`src/rtl/assert_proposition_window_if.sv`:
```
// assert_proposition_window_if: proposition inputs and fire reporting outputs of the window checker
interface assert_proposition_window_if #(
  parameter int width = 1,
  parameter int cnt_width = 8
);
  logic enable;
  logic clear;
  logic [width-1:0] test_expr;
  logic [width-1:0] fire;
  logic [width-1:0] fire_sticky;
  logic [cnt_width-1:0] fire_count;
  modport master(output enable, clear, test_expr, input fire, fire_sticky, fire_count);
  modport slave(input enable, clear, test_expr, output fire, fire_sticky, fire_count);
endinterface

```
`src/rtl/assert_proposition_window.sv`:
```
// assert_proposition_window: multi-channel clocked proposition checker with per-channel glitch tolerance
`ifndef OVL_FATAL
`define OVL_FATAL 0
`endif
`ifndef OVL_ERROR
`define OVL_ERROR 1
`endif
`ifndef OVL_SEVERITY_DEFAULT
`define OVL_SEVERITY_DEFAULT `OVL_ERROR
`endif
`ifndef OVL_ASSERT
`define OVL_ASSERT 0
`endif
`ifndef OVL_ASSUME
`define OVL_ASSUME 1
`endif
`ifndef OVL_IGNORE
`define OVL_IGNORE 2
`endif
module assert_proposition_window #(
  parameter int severity_level = `OVL_SEVERITY_DEFAULT,
  parameter int property_type = `OVL_ASSERT,
  parameter msg = "VIOLATION",
  parameter int width = 1,
  parameter int tolerance = 0,
  parameter int cnt_width = 8
) (
  input logic clk,
  input logic reset_n,
  assert_proposition_window_if.slave bus
);
  typedef enum logic [1:0] {OK, PEND, FAILED} state_t;
  localparam bit ON = property_type != `OVL_IGNORE;
  localparam logic [7:0] TOL = 8'(tolerance);
  localparam logic [39:0] MAX = (40'd1 << cnt_width) - 40'd1;
  logic [width-1:0] ev, fire_q, sticky_q;
  logic [cnt_width-1:0] cnt_q, cnt_n;
  logic [39:0] sum;
  for (genvar g = 0; g < width; g++) begin : ch
    state_t st, st_n;
    logic [7:0] rn, rn_n;
    logic e;
    // an X/Z sample falls through to the false branches
    always_comb begin
      st_n = st;
      rn_n = rn;
      e = 1'b0;
      if (!bus.enable || bus.test_expr[g]) begin
        st_n = OK;
        rn_n = '0;
      end else if (st == OK && TOL != 8'd0) begin
        st_n = PEND;
        rn_n = 8'd1;
      end else if (st != FAILED && (st == OK || rn == TOL)) begin
        st_n = FAILED;
        e = 1'b1;
      end else if (st == PEND) rn_n = rn + 8'd1;
    end
    always_ff @(posedge clk) begin
      if (!reset_n) begin
        st <= OK;
        rn <= '0;
      end else begin
        st <= st_n;
        rn <= rn_n;
      end
    end
    assign ev[g] = e;
  end
  assign sum = 40'(bus.clear ? '0 : cnt_q) + 40'($countones(ev));
  assign cnt_n = sum > MAX ? MAX[cnt_width-1:0] : sum[cnt_width-1:0];
  always_ff @(posedge clk) begin
    if (!reset_n) begin
      fire_q <= '0;
      sticky_q <= '0;
      cnt_q <= '0;
    end else begin
      fire_q <= ev;
      sticky_q <= (bus.clear ? '0 : sticky_q) | ev;
      cnt_q <= cnt_n;
    end
  end
  assign bus.fire = ON ? fire_q : '0;
  assign bus.fire_sticky = ON ? sticky_q : '0;
  assign bus.fire_count = ON ? cnt_q : '0;
`ifdef OVL_ASSERT_ON
  task automatic ovl_error_t(input string s);
    $display("OVL_ERROR : ASSERT_PROPOSITION_WINDOW : %s : severity %0d : time %0t : %m", s, severity_level, $time);
    if (severity_level == `OVL_FATAL) $finish;
  endtask
  always @(posedge clk)
    if (ON && reset_n && bus.enable)
      for (int c = 0; c < width; c++) begin
`ifndef OVL_XCHECK_OFF
        if ($isunknown(bus.test_expr[c])) ovl_error_t("test_expr contains X or Z");
`endif
        if (ev[c]) ovl_error_t(msg);
      end
  initial
    if (property_type != `OVL_ASSERT && property_type != `OVL_ASSUME && property_type != `OVL_IGNORE)
      ovl_error_t("");
`else
  logic unused_cfg;
  assign unused_cfg = ^{severity_level[0], msg[0]};
`endif
`ifdef OVL_INIT_MSG
  task automatic ovl_init_msg_t;
    $display("OVL_NOTE: ASSERT_PROPOSITION_WINDOW initialized @ %m, severity %0d, type %0d", severity_level, property_type);
  endtask
  initial ovl_init_msg_t;
`endif
endmodule

```
`src/flat_wrapper.sv`:
```
// flat-port wrapper written by rule: the top's interface ports become plain ports
module assert_proposition_window_flat 
#(
  parameter int severity_level = `OVL_SEVERITY_DEFAULT,
  parameter int property_type = `OVL_ASSERT,
  parameter msg = "         ",
  parameter int width = 1,
  parameter int tolerance = 0,
  parameter int cnt_width = 8
)
  (clk, reset_n, bus_enable, bus_clear, bus_test_expr, bus_fire, bus_fire_sticky, bus_fire_count);
  assert_proposition_window_if #(.width(width), .cnt_width(cnt_width)) bus_i ();
  input logic clk;
  input logic reset_n;
  input wire logic [$bits(bus_i.enable)-1:0] bus_enable;
  input wire logic [$bits(bus_i.clear)-1:0] bus_clear;
  input wire logic [$bits(bus_i.test_expr)-1:0] bus_test_expr;
  output wire logic [$bits(bus_i.fire)-1:0] bus_fire;
  output wire logic [$bits(bus_i.fire_sticky)-1:0] bus_fire_sticky;
  output wire logic [$bits(bus_i.fire_count)-1:0] bus_fire_count;
  assign bus_i.enable = bus_enable;
  assign bus_i.clear = bus_clear;
  assign bus_i.test_expr = bus_test_expr;
  assign bus_fire = bus_i.fire;
  assign bus_fire_sticky = bus_i.fire_sticky;
  assign bus_fire_count = bus_i.fire_count;
  assert_proposition_window #(.severity_level(severity_level), .property_type(property_type), .msg(msg), .width(width), .tolerance(tolerance), .cnt_width(cnt_width)) u_core (.clk(clk), .reset_n(reset_n), .bus(bus_i));
endmodule
```
`config.mk`:
```
export PLATFORM = sky130hd
export DESIGN_NAME = assert_proposition_window_flat
export DESIGN_NICKNAME = d
export VERILOG_FILES = /design/src/rtl/assert_proposition_window_if.sv /design/src/rtl/assert_proposition_window.sv /design/src/flat_wrapper.sv
export SDC_FILE = /design/constraint.sdc
export NUM_CORES = 1
export LEC_CHECK = 0
export CAP_MARGIN = 10
export CORE_MARGIN = 8
export CORE_UTILIZATION = 40
export DETAILED_ROUTE_END_ITERATION = 6
export GPL_ROUTABILITY_DRIVEN = 0
export GPL_TIMING_DRIVEN = 0
export PLACE_DENSITY_LB_ADDON = 0.2
export REMOVE_ABC_BUFFERS = 1
export SYNTH_ARGS = -nofsm -noshare
export SYNTH_HDL_FRONTEND = slang
export SYNTH_SLANG_ARGS = --single-unit
```
`constraint.sdc`:
```
create_clock -name clk -period 2.68 [get_ports clk]
set_clock_uncertainty 0.05 [all_clocks]
set_input_delay 0.804 -clock clk [delete_from_list [all_inputs] [get_ports clk]]
set_output_delay 0.804 -clock clk [all_outputs]
set_load 0.03 [all_outputs]
```
==> impl_metrics.py <==
metrics = {
    "outcome": {
        "status": "finished, final reports clean",
    },
    "sta": {
        "rsz0062_at_grt": "false",
        "setup-violations-final": 0,
        "setup_slack_ns": 0.160,
        "hold_viol": 0,
        "setup_tns_ns": 0,
        "slew_headroom_pct": 79.0,
        "finalCritPeriodShare_pct": 94.0,
        "slew_violations": 0,
        "whs_ns": 0.536,
        "tightest_slew_ns": 0.314,
        "fmaxAchievable_mhz": 397,
        "fin_crit_ns": 2.52,
    },
    "synth": {
        "yosys.area.top_type": "dfxtp_1",
        "synth_mux_area_share_pct": 0,
        "synth_top_area_share_pct": 40.7,
        "synthCells": 53,
        "yosysWarnings": 0,
        "synth_ff_type": "dfxtp_1",
        "synthAdderAreaFrac_pct": 4.63,
        "netlist_area_sq_um": 541,
        "synthArstFlopShare_pct": 0,
        "synthXorXnorAreaFrac_pct": 4.86,
        "yosys.area_share.simple_pct": 32.6,
        "synth_cell_type_count": 28,
        "synth_most_common_cell": "dfxtp_1",
        "synthTopCellsByArea": "dfxtp_1, ha_1, nor2b_1",
        "synth_top_family_by_area": "simple AND/OR/NAND/NOR gates",
        "ys_ff_latch": 11,
        "synthTopCellsByCount": "dfxtp_1, nor2b_1, a21oi_1, nand2_1",
        "synth-compound-area-share_pct": 16.4,
        "avgSynthCellArea_sq_um": 10.2,
        "synth_edf_count": 0,
        "synth-seq-area-share_pct": 40.7,
    },
    "worst_hold_path": {
        "min_path_type": "reg -> reg",
        "min-delay-start": "u_core.bus.fire_sticky$_SDFF_PN0_",
    },
    "global_route": {
        "grt_pass1_vias": 475,
        "antenna_found_initial": 0,
        "overflow": 0,
        "grt_util_met2_pct": 14.8,
        "grt_max_degree": 9,
        "grt_use_total_pct": 10.3,
        "grt_pass1_wl_microns": 2130,
        "use_met1_pct": 11.8,
        "use_met3_pct": 3.13,
        "top_usage_layer": "met2",
    },
    "clock_network": {
        "h-tree-depth": 1,
        "cts_setup_buffers": 0,
        "cts_max_path_buffers": 2,
        "clk_latency_ns": 0.27,
        "clock-sinks": 11,
        "cts_made_buffers": 3,
        "cts_hold_buf": 0,
        "cts_tree": "yes",
        "cts.repair.resized": 1,
        "root_buffer": "clkbuf_4",
        "clkTransAtPathRegs_ns": 0.07,
    },
    "final_layout": {
        "utilization_pct": 57.1,
        "diodes": 0,
        "final_layout_size_suffix_gt1_share_pct": 14.1,
        "nets": 79,
        "area_delta_synth_final_pct": 35.6,
    },
    "routing": {
        "wl_per_cell_microns": 13.8,
        "via_per_inst": 5.44,
        "vias": 468,
        "dr.pass1.iters": 2,
        "drtIter0Drc": 4,
        "ant_nets": 0,
        "routed_wl_microns": 1190,
        "drc_errors": 0,
    },
    "pwr": {
        "powerDensity_nw_per_um2": 430,
        "p_leak_nw": 0.282,
        "ir_drop_v": 0.000340,
        "total_power_w": 0.000315,
    },
    "setup_path": {
        "critPathMaxStageDelay_ns": 0.58,
        "required_ns": 2.84,
        "critical_path.cell_chain": "clkdlybuf4s50_1 -> nor3b_2 -> ha_2 -> nand2_2 -> or4_4 -> a21oi_1",
        "critPathKind": "in -> reg",
        "cpMaxStageDelayCell": "or4_4",
        "start_kind": "input pin",
        "reg2reg_from": "u_core.ch[0].st[1]$_SDFFE_PP0N_",
        "cp-end-kind": "flop",
        "arrival_ns": 2.68,
        "worstPathMaxFanout": 7,
        "cp-startpoint": "bus_enable",
    },
    "run": {
        "drv_cap": 0,
    },
    "die": {
        "rows": 13,
        "fp.dieH_microns": 52.8,
        "dieArea_sq_um": 2780,
        "die_width_microns": 52.8,
        "start_util_pct": 42.1,
        "fp.coreArea_sq_um": 1280,
        "io-pin-count": 15,
    },
    "place": {
        "dp_hpwl_microns": 879,
        "dp_slack_ns": -0.371,
        "port_buffers": 14,
    },
}
-- cell families (layout without fill, tap and decap cells) --
family | Yosys count | in the layout
AO/OA/AOI/OAI | 12 | 12
XOR/XNOR | 3 | 3
adder cells (fa/ha/maj) | 2 | 2
buffers and inverters | 1 | 19
flip-flops | 11 | 11
AND/OR/NAND/NOR | 24 | 24
-- cell type report --
class	count	area, sq um
Fill cell	115	552
Timing Repair Buffer	14	140
Tap cell	15	18.8
Multi-Input combinational cell	41	324
Sequential cell	11	220
Inverter	1	3.75
Clock buffer	4	26.3
-- sequential cells by signal (all words and copies together) (netlist names) --
| name | cells |
|---|---|
| u_core.bus.fire_count | 8 |
| u_core.bus.fire_sticky | 1 |
| u_core.ch.st | 1 |
| u_core.bus.fire | 1 |
-- final timing paths --
path	end	slack (ns)	cells past startpoint
worst min-delay path	u_core.bus.fire_sticky$_SDFF_PN0_	0.54	2
worst min register to register	u_core.bus.fire_sticky$_SDFF_PN0_	0.54	2
worst max register to register	u_core.bus.fire_count[2]$_SDFF_PN0_	0.83	5
worst max-delay path	u_core.bus.fire_count[2]$_SDFF_PN0_	0.16	6
-- where the power goes --
group | leakage [nW] | internal (W) | switching [W]
logic | 0.178 | 0.0000153 | 0.0000140
registers | 0.0892 | 0.000166 | 0.00000131
clock network | 0.0150 | 0.0000577 | 0.0000604
-- critical path: cells and delay by family --
kind                       cells  cell delay [ns]
and+or+nand+nor                3             0.94
AOI/OAI and AO/OA              1             0.15
buffers and inverters          1             0.46
adders and majority gates      1             0.31
-- metal layers --
layer / share of wire, % / up-vias
li1: - / 237
met1: 47 / 216
met2: 44 / 11
met3: 5.6 / 4
met4: 3.5 / 0
met5: 0 / -
-- cells in the final DEF (no fill, tap or decap), types with 2 or more instances in the layout --
cell / instances
nand4_1: 2
clkdlybuf4s50_1: 14
and3b_1: 2
clkbuf_4: 3
nor2b_1: 4
a21oi_1: 3
nand2_1: 3
xor2_1: 2
a21boi_2: 2
nand2b_1: 2
a211oi_1: 2
nand3_1: 2
dfxtp_1: 11
-- per-stage QoR --
step	cells	area [sq um]
after CTS	86	731
after global routing	86	733
after global placement	82	699
after floorplan	53	541
after detailed placement	82	699
final	86	733
No activity file was read; power rests on OpenSTA's default activity.
